`src/rtl/vta_ctrl_pkg.sv`:
```
// Shared definitions for the fetch launch controller.
// Contents: FSM state enum, completion status codes, ap_ctrl bit indices,
// AXI response codes and two small helpers (response error test and the
// write-sequence successor state).
// Optional feature macro used by the controller: FETCH_LAUNCH_TIMEOUT_EN.
package vta_ctrl_pkg;

    typedef enum logic [2:0] {
        S_IDLE      = 3'd0,
        S_WR_CNT    = 3'd1,
        S_WR_ADDR   = 3'd2,
        S_WR_START  = 3'd3,
        S_RD_CTRL   = 3'd4,
        S_POLL_WAIT = 3'd5,
        S_DONE      = 3'd6
    } state_e;

    localparam logic [1:0] ST_OK      = 2'd0;
    localparam logic [1:0] ST_ERR     = 2'd1;
    localparam logic [1:0] ST_TIMEOUT = 2'd2;

    localparam int AP_START_BIT = 0;
    localparam int AP_DONE_BIT  = 1;
    localparam int AP_IDLE_BIT  = 2;

    localparam logic [1:0] RESP_OKAY   = 2'b00;
    localparam logic [1:0] RESP_EXOKAY = 2'b01;
    localparam logic [1:0] RESP_SLVERR = 2'b10;
    localparam logic [1:0] RESP_DECERR = 2'b11;

    // Any response other than OKAY is treated as a failed access.
    function automatic logic resp_is_err(input logic [1:0] resp);
        return (resp != RESP_OKAY);
    endfunction

    // Register write order: insn_count, insns base address, then ap_start.
    function automatic state_e next_write_state(input state_e s);
        case (s)
            S_WR_CNT:  return S_WR_ADDR;
            S_WR_ADDR: return S_WR_START;
            default:   return S_RD_CTRL;
        endcase
    endfunction

endpackage

```
`src/rtl/fetch_launch_ctrl_if.sv`:
```
// AXI4-Lite control-bus bundle between the launch controller (master) and
// the fetch block's CONTROL_BUS slave.
// Signals: AW (valid/ready/addr), W (valid/ready/data/strb), B (valid/ready/
// resp), AR (valid/ready/addr), R (valid/ready/data/resp).
interface fetch_launch_ctrl_if #(
    parameter int ADDR_WIDTH = 5,
    parameter int DATA_WIDTH = 32
);
    logic                      awvalid;
    logic                      awready;
    logic [ADDR_WIDTH-1:0]     awaddr;
    logic                      wvalid;
    logic                      wready;
    logic [DATA_WIDTH-1:0]     wdata;
    logic [DATA_WIDTH/8-1:0]   wstrb;
    logic                      bvalid;
    logic                      bready;
    logic [1:0]                bresp;
    logic                      arvalid;
    logic                      arready;
    logic [ADDR_WIDTH-1:0]     araddr;
    logic                      rvalid;
    logic                      rready;
    logic [DATA_WIDTH-1:0]     rdata;
    logic [1:0]                rresp;

    modport master (
        output awvalid, awaddr, wvalid, wdata, wstrb, bready, arvalid, araddr, rready,
        input  awready, wready, bvalid, bresp, arready, rvalid, rdata, rresp
    );

    modport slave (
        input  awvalid, awaddr, wvalid, wdata, wstrb, bready, arvalid, araddr, rready,
        output awready, wready, bvalid, bresp, arready, rvalid, rdata, rresp
    );
endinterface

```
`src/rtl/axil_write_chan.sv`:
```
// Single AXI4-Lite write engine: raises AWVALID and WVALID together on
// start_i, drops each independently after its own handshake, then holds
// BREADY until the B handshake, which is reported on done_o.
// Ports: clk_i, rst_n_i (synchronous, active-low), start_i/addr_i/data_i
// (request, only issued while idle), AW/W/B channel signals, done_o.
module axil_write_chan #(
    parameter int ADDR_WIDTH = 5,
    parameter int DATA_WIDTH = 32
) (
    input  logic                    clk_i,
    input  logic                    rst_n_i,
    input  logic                    start_i,
    input  logic [ADDR_WIDTH-1:0]   addr_i,
    input  logic [DATA_WIDTH-1:0]   data_i,
    output logic                    awvalid_o,
    output logic [ADDR_WIDTH-1:0]   awaddr_o,
    input  logic                    awready_i,
    output logic                    wvalid_o,
    output logic [DATA_WIDTH-1:0]   wdata_o,
    output logic [DATA_WIDTH/8-1:0] wstrb_o,
    input  logic                    wready_i,
    input  logic                    bvalid_i,
    output logic                    bready_o,
    output logic                    done_o
);
    logic                  awvalid_q;
    logic                  wvalid_q;
    logic                  aw_done_q;
    logic                  w_done_q;
    logic                  bready_q;
    logic [ADDR_WIDTH-1:0] addr_q;
    logic [DATA_WIDTH-1:0] data_q;

    logic aw_hs_s;
    logic w_hs_s;
    logic b_hs_s;
    logic aw_done_s;
    logic w_done_s;

    assign aw_hs_s   = awvalid_q & awready_i;
    assign w_hs_s    = wvalid_q & wready_i;
    assign b_hs_s    = bready_q & bvalid_i;
    // Include this cycle's handshake so BREADY rises right after the later of the two.
    assign aw_done_s = aw_done_q | aw_hs_s;
    assign w_done_s  = w_done_q | w_hs_s;

    // Write-transaction tracking: request capture, per-channel completion, B wait.
    always_ff @(posedge clk_i) begin
        if (!rst_n_i) begin
            awvalid_q <= 1'b0;
            wvalid_q  <= 1'b0;
            aw_done_q <= 1'b0;
            w_done_q  <= 1'b0;
            bready_q  <= 1'b0;
            addr_q    <= '0;
            data_q    <= '0;
        end else if (start_i) begin
            awvalid_q <= 1'b1;
            wvalid_q  <= 1'b1;
            aw_done_q <= 1'b0;
            w_done_q  <= 1'b0;
            bready_q  <= 1'b0;
            addr_q    <= addr_i;
            data_q    <= data_i;
        end else begin
            awvalid_q <= awvalid_q & ~aw_hs_s;
            wvalid_q  <= wvalid_q & ~w_hs_s;
            if (b_hs_s) begin
                aw_done_q <= 1'b0;
                w_done_q  <= 1'b0;
                bready_q  <= 1'b0;
            end else begin
                aw_done_q <= aw_done_s;
                w_done_q  <= w_done_s;
                bready_q  <= aw_done_s & w_done_s;
            end
        end
    end

    assign awvalid_o = awvalid_q;
    assign awaddr_o  = addr_q;
    assign wvalid_o  = wvalid_q;
    assign wdata_o   = data_q;
    assign wstrb_o   = {(DATA_WIDTH/8){1'b1}};
    assign bready_o  = bready_q;
    assign done_o    = b_hs_s;
endmodule

```
`src/rtl/fetch_launch_ctrl.sv`:
```
// Launch controller for the fetch block: per launch request it writes
// insn_count, the instruction base address and ap_start over AXI4-Lite,
// then polls ap_ctrl until ap_done and returns one status completion.
// Ports: ap_clk, ap_rst_n (synchronous, active-low); launch_valid/ready with
// launch_insn_count/launch_insns_addr; done_valid/ready with done_status
// (0 OK, 1 bus error, 2 timeout); m_axi_CONTROL_BUS (AXI4-Lite master).
// Optional macro FETCH_LAUNCH_TIMEOUT_EN: bounds polling by TIMEOUT_CYCLES.
module fetch_launch_ctrl
    import vta_ctrl_pkg::*;
#(
    parameter int                    ADDR_WIDTH     = 5,
    parameter int                    DATA_WIDTH     = 32,
    parameter logic [ADDR_WIDTH-1:0] REG_AP_CTRL    = 5'h00,
    parameter logic [ADDR_WIDTH-1:0] REG_INSN_COUNT = 5'h10,
    parameter logic [ADDR_WIDTH-1:0] REG_INSNS      = 5'h18,
    parameter int                    POLL_GAP       = 4,
    parameter int                    TIMEOUT_CYCLES = 4096
) (
    input  logic        ap_clk,
    input  logic        ap_rst_n,
    input  logic        launch_valid,
    output logic        launch_ready,
    input  logic [31:0] launch_insn_count,
    input  logic [31:0] launch_insns_addr,
    output logic        done_valid,
    input  logic        done_ready,
    output logic [1:0]  done_status,
    fetch_launch_ctrl_if.master m_axi_CONTROL_BUS
);
    localparam int PW = $clog2(POLL_GAP + 1);

    state_e                state_q, state_d;
    logic [1:0]            status_q, status_d;
    logic                  launch_ready_q;
    logic                  done_valid_q;
    logic [31:0]           insns_addr_q;
    logic                  arvalid_q;
    logic                  rready_q;
    logic [PW-1:0]         poll_cnt_q;

    logic                  launch_hs_s;
    logic                  wr_done_s;
    logic                  wr_start_s;
    logic [ADDR_WIDTH-1:0] wr_addr_s;
    logic [DATA_WIDTH-1:0] wr_data_s;
    logic                  ar_hs_s;
    logic                  r_hs_s;
    logic                  poll_gap_end_s;
    logic                  timeout_s;
    logic                  unused_s;

    assign launch_hs_s    = launch_valid & launch_ready_q;
    assign ar_hs_s        = arvalid_q & m_axi_CONTROL_BUS.arready;
    assign r_hs_s         = rready_q & m_axi_CONTROL_BUS.rvalid;
    assign poll_gap_end_s = (poll_cnt_q == PW'(POLL_GAP - 1));

    axil_write_chan #(
        .ADDR_WIDTH (ADDR_WIDTH),
        .DATA_WIDTH (DATA_WIDTH)
    ) u_wr (
        .clk_i     (ap_clk),
        .rst_n_i   (ap_rst_n),
        .start_i   (wr_start_s),
        .addr_i    (wr_addr_s),
        .data_i    (wr_data_s),
        .awvalid_o (m_axi_CONTROL_BUS.awvalid),
        .awaddr_o  (m_axi_CONTROL_BUS.awaddr),
        .awready_i (m_axi_CONTROL_BUS.awready),
        .wvalid_o  (m_axi_CONTROL_BUS.wvalid),
        .wdata_o   (m_axi_CONTROL_BUS.wdata),
        .wstrb_o   (m_axi_CONTROL_BUS.wstrb),
        .wready_i  (m_axi_CONTROL_BUS.wready),
        .bvalid_i  (m_axi_CONTROL_BUS.bvalid),
        .bready_o  (m_axi_CONTROL_BUS.bready),
        .done_o    (wr_done_s)
    );

`ifdef FETCH_LAUNCH_TIMEOUT_EN
    logic [31:0] tmo_cnt_q;

    // Poll budget: restarts as polling begins, counts every poll and gap cycle.
    always_ff @(posedge ap_clk) begin
        if (!ap_rst_n) begin
            tmo_cnt_q <= 32'd0;
        end else if ((state_q == S_WR_START) && (state_d == S_RD_CTRL)) begin
            tmo_cnt_q <= 32'd0;
        end else if (((state_q == S_RD_CTRL) || (state_q == S_POLL_WAIT)) &&
                     (tmo_cnt_q != 32'hFFFF_FFFF)) begin
            tmo_cnt_q <= tmo_cnt_q + 32'd1;
        end else begin
            tmo_cnt_q <= tmo_cnt_q;
        end
    end

    assign timeout_s = (tmo_cnt_q >= 32'(TIMEOUT_CYCLES));
`else
    assign timeout_s = 1'b0;
`endif

    // Next-state and completion-status selection.
    always_comb begin
        state_d  = state_q;
        status_d = status_q;
        case (state_q)
            S_IDLE: begin
                if (launch_hs_s) begin
                    state_d  = S_WR_CNT;
                    status_d = ST_OK;
                end else begin
                    state_d  = S_IDLE;
                end
            end
            S_WR_CNT, S_WR_ADDR, S_WR_START: begin
                if (wr_done_s && resp_is_err(m_axi_CONTROL_BUS.bresp)) begin
                    state_d  = S_DONE;
                    status_d = ST_ERR;
                end else if (wr_done_s) begin
                    state_d  = next_write_state(state_q);
                end else begin
                    state_d  = state_q;
                end
            end
            S_RD_CTRL: begin
                // Timeout is only honoured once the read has fully completed.
                if (r_hs_s && resp_is_err(m_axi_CONTROL_BUS.rresp)) begin
                    state_d  = S_DONE;
                    status_d = ST_ERR;
                end else if (r_hs_s && m_axi_CONTROL_BUS.rdata[AP_DONE_BIT]) begin
                    state_d  = S_DONE;
                    status_d = ST_OK;
                end else if (r_hs_s && timeout_s) begin
                    state_d  = S_DONE;
                    status_d = ST_TIMEOUT;
                end else if (r_hs_s) begin
                    state_d  = S_POLL_WAIT;
                end else begin
                    state_d  = S_RD_CTRL;
                end
            end
            S_POLL_WAIT: begin
                if (timeout_s) begin
                    state_d  = S_DONE;
                    status_d = ST_TIMEOUT;
                end else if (poll_gap_end_s) begin
                    state_d  = S_RD_CTRL;
                end else begin
                    state_d  = S_POLL_WAIT;
                end
            end
            S_DONE: begin
                if (done_ready && done_valid_q) begin
                    state_d = S_IDLE;
                end else begin
                    state_d = S_DONE;
                end
            end
            default: begin
                state_d  = S_IDLE;
                status_d = ST_OK;
            end
        endcase
    end

    // Write request issued on entry to each write state; the count comes straight
    // from the launch port because it is only needed on the IDLE->WR_CNT edge.
    always_comb begin
        wr_start_s = 1'b0;
        wr_addr_s  = '0;
        wr_data_s  = '0;
        case (state_d)
            S_WR_CNT: begin
                wr_start_s = (state_q != S_WR_CNT);
                wr_addr_s  = REG_INSN_COUNT;
                wr_data_s  = DATA_WIDTH'(launch_insn_count);
            end
            S_WR_ADDR: begin
                wr_start_s = (state_q != S_WR_ADDR);
                wr_addr_s  = REG_INSNS;
                wr_data_s  = DATA_WIDTH'(insns_addr_q);
            end
            S_WR_START: begin
                wr_start_s = (state_q != S_WR_START);
                wr_addr_s  = REG_AP_CTRL;
                wr_data_s  = DATA_WIDTH'(32'h1);
            end
            default: begin
                wr_start_s = 1'b0;
                wr_addr_s  = '0;
                wr_data_s  = '0;
            end
        endcase
    end

    // State, handshake outputs, read channel and poll-gap counter registers.
    always_ff @(posedge ap_clk) begin
        if (!ap_rst_n) begin
            state_q        <= S_IDLE;
            status_q       <= ST_OK;
            launch_ready_q <= 1'b1;
            done_valid_q   <= 1'b0;
            insns_addr_q   <= 32'd0;
            arvalid_q      <= 1'b0;
            rready_q       <= 1'b0;
            poll_cnt_q     <= '0;
        end else begin
            state_q        <= state_d;
            status_q       <= status_d;
            launch_ready_q <= (state_d == S_IDLE);
            done_valid_q   <= (state_d == S_DONE);
            insns_addr_q   <= launch_hs_s ? launch_insns_addr : insns_addr_q;
            if ((state_d == S_RD_CTRL) && (state_q != S_RD_CTRL)) begin
                arvalid_q <= 1'b1;
            end else if (ar_hs_s) begin
                arvalid_q <= 1'b0;
            end else begin
                arvalid_q <= arvalid_q;
            end
            if (ar_hs_s) begin
                rready_q <= 1'b1;
            end else if (r_hs_s) begin
                rready_q <= 1'b0;
            end else begin
                rready_q <= rready_q;
            end
            if (state_q == S_POLL_WAIT) begin
                poll_cnt_q <= poll_cnt_q + PW'(1);
            end else begin
                poll_cnt_q <= '0;
            end
        end
    end

    assign launch_ready               = launch_ready_q;
    assign done_valid                 = done_valid_q;
    assign done_status                = status_q;
    assign m_axi_CONTROL_BUS.arvalid  = arvalid_q;
    assign m_axi_CONTROL_BUS.araddr   = REG_AP_CTRL;
    assign m_axi_CONTROL_BUS.rready   = rready_q;

    // Only ap_done is consumed from the polled word.
    assign unused_s = ^{m_axi_CONTROL_BUS.rdata, 32'(TIMEOUT_CYCLES)};
endmodule

```
`src/flat_wrapper.sv`:
```
// flat-port wrapper written by rule: the top's interface ports become plain ports
module fetch_launch_ctrl_flat import vta_ctrl_pkg::*;
#(
    parameter int                    ADDR_WIDTH     = 5,
    parameter int                    DATA_WIDTH     = 32,
    parameter logic [ADDR_WIDTH-1:0] REG_AP_CTRL    = 5'h00,
    parameter logic [ADDR_WIDTH-1:0] REG_INSN_COUNT = 5'h10,
    parameter logic [ADDR_WIDTH-1:0] REG_INSNS      = 5'h18,
    parameter int                    POLL_GAP       = 4,
    parameter int                    TIMEOUT_CYCLES = 4096
)
  (ap_clk, ap_rst_n, launch_valid, launch_ready, launch_insn_count, launch_insns_addr, done_valid, done_ready, done_status, m_axi_CONTROL_BUS_awvalid, m_axi_CONTROL_BUS_awaddr, m_axi_CONTROL_BUS_wvalid, m_axi_CONTROL_BUS_wdata, m_axi_CONTROL_BUS_wstrb, m_axi_CONTROL_BUS_bready, m_axi_CONTROL_BUS_arvalid, m_axi_CONTROL_BUS_araddr, m_axi_CONTROL_BUS_rready, m_axi_CONTROL_BUS_awready, m_axi_CONTROL_BUS_wready, m_axi_CONTROL_BUS_bvalid, m_axi_CONTROL_BUS_bresp, m_axi_CONTROL_BUS_arready, m_axi_CONTROL_BUS_rvalid, m_axi_CONTROL_BUS_rdata, m_axi_CONTROL_BUS_rresp);
  fetch_launch_ctrl_if #(.ADDR_WIDTH(ADDR_WIDTH), .DATA_WIDTH(DATA_WIDTH)) m_axi_CONTROL_BUS_i ();
  input  logic ap_clk;
  input  logic ap_rst_n;
  input  logic launch_valid;
  output logic launch_ready;
  input  logic [31:0] launch_insn_count;
  input  logic [31:0] launch_insns_addr;
  output logic done_valid;
  input  logic done_ready;
  output logic [1:0] done_status;
  output wire logic [$bits(m_axi_CONTROL_BUS_i.awvalid)-1:0] m_axi_CONTROL_BUS_awvalid;
  output wire logic [$bits(m_axi_CONTROL_BUS_i.awaddr)-1:0] m_axi_CONTROL_BUS_awaddr;
  output wire logic [$bits(m_axi_CONTROL_BUS_i.wvalid)-1:0] m_axi_CONTROL_BUS_wvalid;
  output wire logic [$bits(m_axi_CONTROL_BUS_i.wdata)-1:0] m_axi_CONTROL_BUS_wdata;
  output wire logic [$bits(m_axi_CONTROL_BUS_i.wstrb)-1:0] m_axi_CONTROL_BUS_wstrb;
  output wire logic [$bits(m_axi_CONTROL_BUS_i.bready)-1:0] m_axi_CONTROL_BUS_bready;
  output wire logic [$bits(m_axi_CONTROL_BUS_i.arvalid)-1:0] m_axi_CONTROL_BUS_arvalid;
  output wire logic [$bits(m_axi_CONTROL_BUS_i.araddr)-1:0] m_axi_CONTROL_BUS_araddr;
  output wire logic [$bits(m_axi_CONTROL_BUS_i.rready)-1:0] m_axi_CONTROL_BUS_rready;
  input wire logic [$bits(m_axi_CONTROL_BUS_i.awready)-1:0] m_axi_CONTROL_BUS_awready;
  input wire logic [$bits(m_axi_CONTROL_BUS_i.wready)-1:0] m_axi_CONTROL_BUS_wready;
  input wire logic [$bits(m_axi_CONTROL_BUS_i.bvalid)-1:0] m_axi_CONTROL_BUS_bvalid;
  input wire logic [$bits(m_axi_CONTROL_BUS_i.bresp)-1:0] m_axi_CONTROL_BUS_bresp;
  input wire logic [$bits(m_axi_CONTROL_BUS_i.arready)-1:0] m_axi_CONTROL_BUS_arready;
  input wire logic [$bits(m_axi_CONTROL_BUS_i.rvalid)-1:0] m_axi_CONTROL_BUS_rvalid;
  input wire logic [$bits(m_axi_CONTROL_BUS_i.rdata)-1:0] m_axi_CONTROL_BUS_rdata;
  input wire logic [$bits(m_axi_CONTROL_BUS_i.rresp)-1:0] m_axi_CONTROL_BUS_rresp;
  assign m_axi_CONTROL_BUS_awvalid = m_axi_CONTROL_BUS_i.awvalid;
  assign m_axi_CONTROL_BUS_awaddr = m_axi_CONTROL_BUS_i.awaddr;
  assign m_axi_CONTROL_BUS_wvalid = m_axi_CONTROL_BUS_i.wvalid;
  assign m_axi_CONTROL_BUS_wdata = m_axi_CONTROL_BUS_i.wdata;
  assign m_axi_CONTROL_BUS_wstrb = m_axi_CONTROL_BUS_i.wstrb;
  assign m_axi_CONTROL_BUS_bready = m_axi_CONTROL_BUS_i.bready;
  assign m_axi_CONTROL_BUS_arvalid = m_axi_CONTROL_BUS_i.arvalid;
  assign m_axi_CONTROL_BUS_araddr = m_axi_CONTROL_BUS_i.araddr;
  assign m_axi_CONTROL_BUS_rready = m_axi_CONTROL_BUS_i.rready;
  assign m_axi_CONTROL_BUS_i.awready = m_axi_CONTROL_BUS_awready;
  assign m_axi_CONTROL_BUS_i.wready = m_axi_CONTROL_BUS_wready;
  assign m_axi_CONTROL_BUS_i.bvalid = m_axi_CONTROL_BUS_bvalid;
  assign m_axi_CONTROL_BUS_i.bresp = m_axi_CONTROL_BUS_bresp;
  assign m_axi_CONTROL_BUS_i.arready = m_axi_CONTROL_BUS_arready;
  assign m_axi_CONTROL_BUS_i.rvalid = m_axi_CONTROL_BUS_rvalid;
  assign m_axi_CONTROL_BUS_i.rdata = m_axi_CONTROL_BUS_rdata;
  assign m_axi_CONTROL_BUS_i.rresp = m_axi_CONTROL_BUS_rresp;
  fetch_launch_ctrl #(.ADDR_WIDTH(ADDR_WIDTH), .DATA_WIDTH(DATA_WIDTH), .REG_AP_CTRL(REG_AP_CTRL), .REG_INSN_COUNT(REG_INSN_COUNT), .REG_INSNS(REG_INSNS), .POLL_GAP(POLL_GAP), .TIMEOUT_CYCLES(TIMEOUT_CYCLES)) u_core (.ap_clk(ap_clk), .ap_rst_n(ap_rst_n), .launch_valid(launch_valid), .launch_ready(launch_ready), .launch_insn_count(launch_insn_count), .launch_insns_addr(launch_insns_addr), .done_valid(done_valid), .done_ready(done_ready), .done_status(done_status), .m_axi_CONTROL_BUS(m_axi_CONTROL_BUS_i));
endmodule
```
`config.mk`:
```
export PLATFORM = sky130hd
export DESIGN_NAME = fetch_launch_ctrl_flat
export DESIGN_NICKNAME = d
export VERILOG_FILES = /design/src/rtl/vta_ctrl_pkg.sv /design/src/rtl/fetch_launch_ctrl_if.sv /design/src/rtl/axil_write_chan.sv /design/src/rtl/fetch_launch_ctrl.sv /design/src/flat_wrapper.sv
export SDC_FILE = /design/constraint.sdc
export NUM_CORES = 1
export LEC_CHECK = 0
export ABC_AREA = 1
export BUFFER_PORTS_ARGS = -buffer_cell sky130_fd_sc_hd__buf_2
export CORE_MARGIN = 5
export CORE_UTILIZATION = 51
export DETAILED_ROUTE_END_ITERATION = 6
export PLACE_DENSITY = 0.92
export SLEW_MARGIN = 20
export SYNTH_ARGS = -nofsm -noshare
export SYNTH_HDL_FRONTEND = slang
export SYNTH_SLANG_ARGS = --single-unit
```
`constraint.sdc`:
```
create_clock -name ap_clk -period 2.73 [get_ports ap_clk]
set_clock_uncertainty 0.05 [all_clocks]
set_input_delay 0.546 -clock ap_clk [delete_from_list [all_inputs] [get_ports ap_clk]]
set_output_delay 0.546 -clock ap_clk [all_outputs]
set_load 0.02 [all_outputs]
```
== After elaboration in Yosys (flattened, before gate mapping) ==
Index checks and enable logic that the tools add are counted.
Storage, ports and cells
  register bits: 86
  output and inout bits: 55
  logic and storage cells: 90
Operators by class
  add/subtract/negate cells: 1
  equality and inequality tests: 19
  muxes and demuxes: 24
  bitwise logic cells: 15
  reduce and logical (&&, ||, !) cells: 16
Operators by type and width (count)
  $pmux W32 S3: 1
  $eq A3 B2 Y1 const B: 5
  $eq A3 B3 Y1 const B: 5
  $mux W3: 5
  $pmux W3 S5: 1
  $pmux W5 S2: 1
  $and A1 B1 Y1: 9
  $mux W1: 9
  $mux W2: 4
  $pmux W2 S4: 1
  $reduce_bool A2 Y1: 4
  $eq A3 B1 Y1 const B: 2
  $logic_not A3 Y1: 2
  $ne A3 B1 Y1 const B: 2
  $ne A3 B2 Y1 const B: 2
  $pmux W3 S2: 1
  $reduce_or A3 Y1: 2
  $logic_and A1 B1 Y1: 5
  $ne A2 B1 Y1 const B: 2
  $not A1 Y1: 4
  $reduce_and A4 Y1: 1
  $add A3 B1 Y3 const B: 1
  $ne A3 B3 Y1 const B: 1
  $pmux W1 S3: 1
  other kinds (3): 4

== Longest topological paths before layout ==
  word-level depth: 8
  depth in mapped cells: 15

== Modules after synthesis ==
From an unflattened synthesis, not the netlist that was laid out.
Second synthesis, totals
  cells, all modules: 551
  area, all modules: 3776.1 µm²
By module, submodules not included
  fetch_launch_ctrl: times used 1, cells an instance 358, area each 2209.6 µm², seq. area each 860.8 µm²
  axil_write_chan: times used 1, cells an instance 193, area each 1566.5 µm², seq. area each 840.8 µm²

== Worst setup path after synthesis ==
OpenSTA, ideal clock, no wires.
  path type: input port to flip-flop
  start: input port launch_valid
  end: register u_core.u_wr.addr_q[3] (netlist: u_core.u_wr.awaddr_o[3])
  library setup time: 0.071 ns
  data arrival time: 1.837 ns
  data required time: 2.609 ns
  slack: 0.772 ns
  stages on the path: 14
  path buffers: 1
  cell sequence: nand2_1 -> inv_2 -> nand3_2 -> nand2_1 -> inv_1 -> nand2_1 -> nor2_2 -> nand3_2 -> nand2_2 -> nand4_4 -> nand2_4 -> buf_6 -> nand2_1 -> a21oi_1
On the way
  cells in the longest elaborated chain, start to end: 5
  elaborated cells between the ends (all ways): 8
  those cells by class: eq/ne (3); mux (4); bitwise (1)
Ends and longest elaborated chain
  start, declared: line flat_wrapper.sv:16  | input logic launch_valid;
  $and A1 B1 Y1 (*): line fetch_launch_ctrl.sv:52  | assign launch_hs_s = launch_valid & launch_ready_q;
  $mux W1 (*): line fetch_launch_ctrl.sv:106  | if (launch_hs_s) begin
  $pmux W3 S5 (*): line fetch_launch_ctrl.sv:104  | case (state_q)
  $eq A3 B2 Y1 or $eq A3 B1 Y1 (tied branches): line fetch_launch_ctrl.sv:170  | case (state_d)
  $pmux W1 S3 or $pmux W5 S2 (tied branches): line fetch_launch_ctrl.sv:170
  end signal, assigned: line axil_write_chan.sv:63  | addr_q <= addr_i;
  end, declared: line axil_write_chan.sv:31  | logic [ADDR_WIDTH-1:0] addr_q;
Every way passes the cells marked *; elsewhere a longest branch is shown, timed or not.
A chain may end at the register's enable or synchronous reset.

== Worst setup path in the final report ==
  start: register u_core.state_q[2]
  end: register u_core.u_wr.w_done_q
On the way
  cells in the longest elaborated chain, start to end: 8
  elaborated cells between the ends (all ways): 20
  those cells by class: eq/ne (12); mux (5); reduce/logical (3)
Ends and longest elaborated chain
  start, declared: line fetch_launch_ctrl.sv:32  | state_e state_q, state_d;
  start signal, assigned: line fetch_launch_ctrl.sv:206  | state_q <= state_d;
  $eq A3 B2 Y1 or $eq A3 B1 Y1 (tied branches): line vta_ctrl_pkg.sv:38, fetch_launch_ctrl.sv:104
  $pmux W3 S2: line vta_ctrl_pkg.sv:38  | case (s)
  $mux W3: line fetch_launch_ctrl.sv:117  | end else if (wr_done_s) begin
  $mux W3: line fetch_launch_ctrl.sv:114  | if (wr_done_s && resp_is_err(m_axi_CONTROL_BUS.bresp)) begin
  $pmux W3 S5: line fetch_launch_ctrl.sv:104
  $eq A3 B2 Y1 or $eq A3 B1 Y1 (tied branches): line fetch_launch_ctrl.sv:170
  $pmux W1 S3 (*): line fetch_launch_ctrl.sv:170
  $reduce_or A3 Y1 (no line) (*)
  end signal, assigned: line axil_write_chan.sv:74  | w_done_q <= w_done_s;
  end, declared: line axil_write_chan.sv:29  | logic w_done_q;
Marks and branches as above.

==> metrics.txt <==
status=finished, final reports clean; RD Place Congestion=0.849; DRT Wirelength=9.37 mm; H-tree Lvls=3; overall die width=95.9 um; sequential share of power=47.6%; Worst Reg-to-Reg Cells=12; portion of the post-synthesis area used by sequential elements=43.7%; initial cell density of the core=52.1%; area growth from synthesis to layout=22.5%; DIE HEIGHT=95.9 um; #FFs+latches synth=82; share of cells above drive strength 1=24.9%; cell chosen for the clock root=clkbuf_8; tightest hold margin=385 ps; crit path capture type=flip-flop; antenna diode instance count=0; total iterations of the first detailed-routing run=4; largest area contributor in the synthesized netlist=dfxtp_1; global-route wire length before repair=15.3 mm; share of total power in combinational logic=15.7%; via density per instance=4.92; Peak supply drop=0.000336 V; Clk network pwr share=36.7%; grt met2 use=34.7%; type of the worst setup path=reg -> reg; met1 track utilization from global routing=27.2%; number of fill cells=645; Tightest Hold Check Type=reg -> reg; Clock Path Buffers=2; number of global-route vias before repair=3427; number of buffers added on ports=119; buffers inserted by post-CTS timing repair=0; final worst-path cycle share=81.4%; most frequent cells in the layout=119 x buf_2, 104 x nand2_1, 90 x nor2_1, 82 x dfxtp_1, 65 x o21ai_0; power density normalized to cell area=599 nW/um^2; net switching power of the design=0.760 mW; minimum clock period=2220 ps; top post-synthesis cells by area=dfxtp_1 44%, nand2_1 10%, nor2_1 9.0%, o21ai_0 8.7%, a21oi_1 6.0%; reported leakage power=2.24 nW; most common cell after layout, fill and taps aside=buf_2; flop2flop setup slack=510 ps; Unique masters post-synth=26; Critical Path Source Type=flip-flop; I/O pin count=164; Post-Syn Instances=548; Highest Clock Rate=450 MHz; number of placement rows=31; area share of the largest cell type after synthesis=43.7%; antenna violations before repair=0; clock-pin slew reported for the worst setup and hold paths after clock tree synthesis=80 ps; count of cells resized by post-cts repair=0; first element of the critical path=u_core.state_q[2]; CTS Hold Buffers Added=0; synthesized area per cell=6.86 um^2; number of hold violations in the final report=0; pin count of the biggest net entering global routing=38; Die Footprint=9190 um^2; RSZ-0062 raised after global routing=false; routed length per instance=12.3 um; Setup-failing EPs final=0; TritonCTS clock tree=yes; iteration-0 DRC count of the detailed router=199; clock latency at the later pin of the worst-skew pair=350 ps; Hold EP=u_core.poll_cnt_q[0]; Synth Cell Area=3760 um^2; clock sink count=82; setup TNS=0 ps; Internal Pwr Total=2.00 mW; relative slew slack=50.7%; post-detailed-route count of antenna-violating nets=0; nets=769; total global routing track utilization=21.1%; Worst Path Max Fanout=36; GR Util met3=4.30%; GR Overflow Total=0; number of pins with negative max-slew slack in the final report=0; Worst Max-Slew Pin Slew=739 ps; core region area=7210 um^2; reg-to-reg critical path endpoint=u_core.u_wr.w_done_q; number of max-capacitance violations reported=0; cell depth of the worst min-delay path=1; total number of vias=3746; source of the worst register-to-register timing path=u_core.state_q[2]; data required time of the worst path=2960 ps; number of DRC violations after detailed routing=0; switching share of power=27.6%; most used routing layer in global routing=met2; number of buffers created by CTS=9; YS warnings=0; CP Data Arrival Time=2450 ps; Hold Path Origin=u_core.poll_cnt_q[0]; dpl hpwl=6.83 mm
==> state kept, by name (all words and copies together), names as in the netlist, 2 cells and up <==
| name | cells |
|---|---|
| u_core.u_wr.wdata_o | 32 |
| u_core.state_q | 3 |
| u_core.u_wr.awaddr_o | 2 |
| u_core.poll_cnt_q | 3 |
| u_core.insns_addr_q | 32 |
==> per-stage QoR <==
stage               instance area [um^2]  instances  setup slack [ps]  utilization (%)  power [mW]
floorplan                           3800        559               772                -        1.64
global placement                    4370        746               413             60.5        1.76
detailed placement                  4370        746               409             60.5        1.77
CTS                                 4600        762               507             63.8        2.77
global route                        4600        762               242             63.8        2.90
finish                              4600        762               508             63.8        2.76
==> layout make-up <==
type,instances,area (um^2),area share [%]
Timing Repair Buffer,132,693,15.1
Tap cell,99,124,2.69
Clock buffer,11,151,3.29
Multi-Input combinational cell,375,1690,36.7
Sequential cell,82,1640,35.7
Inverter,58,218,4.73
Clock inverter,5,85.1,1.85
==> power by group through the flow <==
| stage | Clock, mW | Sequential, mW | Combinational (mW) |
|---|---|---|---|
| finish | 1.01 | 1.31 | 0.432 |
| global route | 1.09 | 1.32 | 0.487 |
| CTS | 1.03 | 1.31 | 0.434 |
| detailed placement | 0 | 1.34 | 0.431 |
| global placement | 0 | 1.34 | 0.422 |
| floorplan | 0 | 1.37 | 0.273 |
==> per-layer routing <==
metal | vias up | routed length [um] | part of all wire, %
li1 | 1933 | - | -
met1 | 1670 | 3910 | 42
met2 | 128 | 4600 | 49
met3 | 15 | 698 | 7.4
met4 | 0 | 156 | 1.7
met5 | - | 0 | 0
==> cell families (layout without fill, tap and decap cells) <==
logic type	Yosys count	after routing	synth area share, %
AOI/OAI and AO/OA	112	112	15.0
adders and majority gates	2	2	0.665
buffers and inverters	102	206	12.4
DFF	82	82	43.7
other	2	13	0.200
and+or+nand+nor	248	248	28.1
==> synthesized netlist by cell type (all sizes together) <==
cell type,n
a21oi,45
o21ai,66
nand4,4
nand2,107
buf,27
nand3,42
dfxtp,82
clkbuf,17
inv,58
nor2,93
o211ai,1
or2,1
nor4,1
conb,2
ha,2
==> how the worst max path moves through the flow <==
| stage | end |
|---|---|
| after global routing | u_core.u_wr.bready_o |
| final | u_core.u_wr.w_done_q |
| after detailed placement | u_core.u_wr.bready_o |
| after CTS | u_core.u_wr.bready_o |
| after floorplan | u_core.u_wr.awaddr_o[3] |
| after global placement | u_core.u_wr.aw_done_q |
==> worst max-delay path, stage by stage (launching register included) <==
cell and delay [ps]:
dfxtp_1 510, inv_2 170, nand3_2 120, nand2_1 70, inv_1 50, nand2_1 50
nor2_2 160, nand3_2 120, nand2_2 90, nand4_4 110, nand2_4 320, nand3_1 190
nor2_1 120
(Power assumes the default switching activity.)
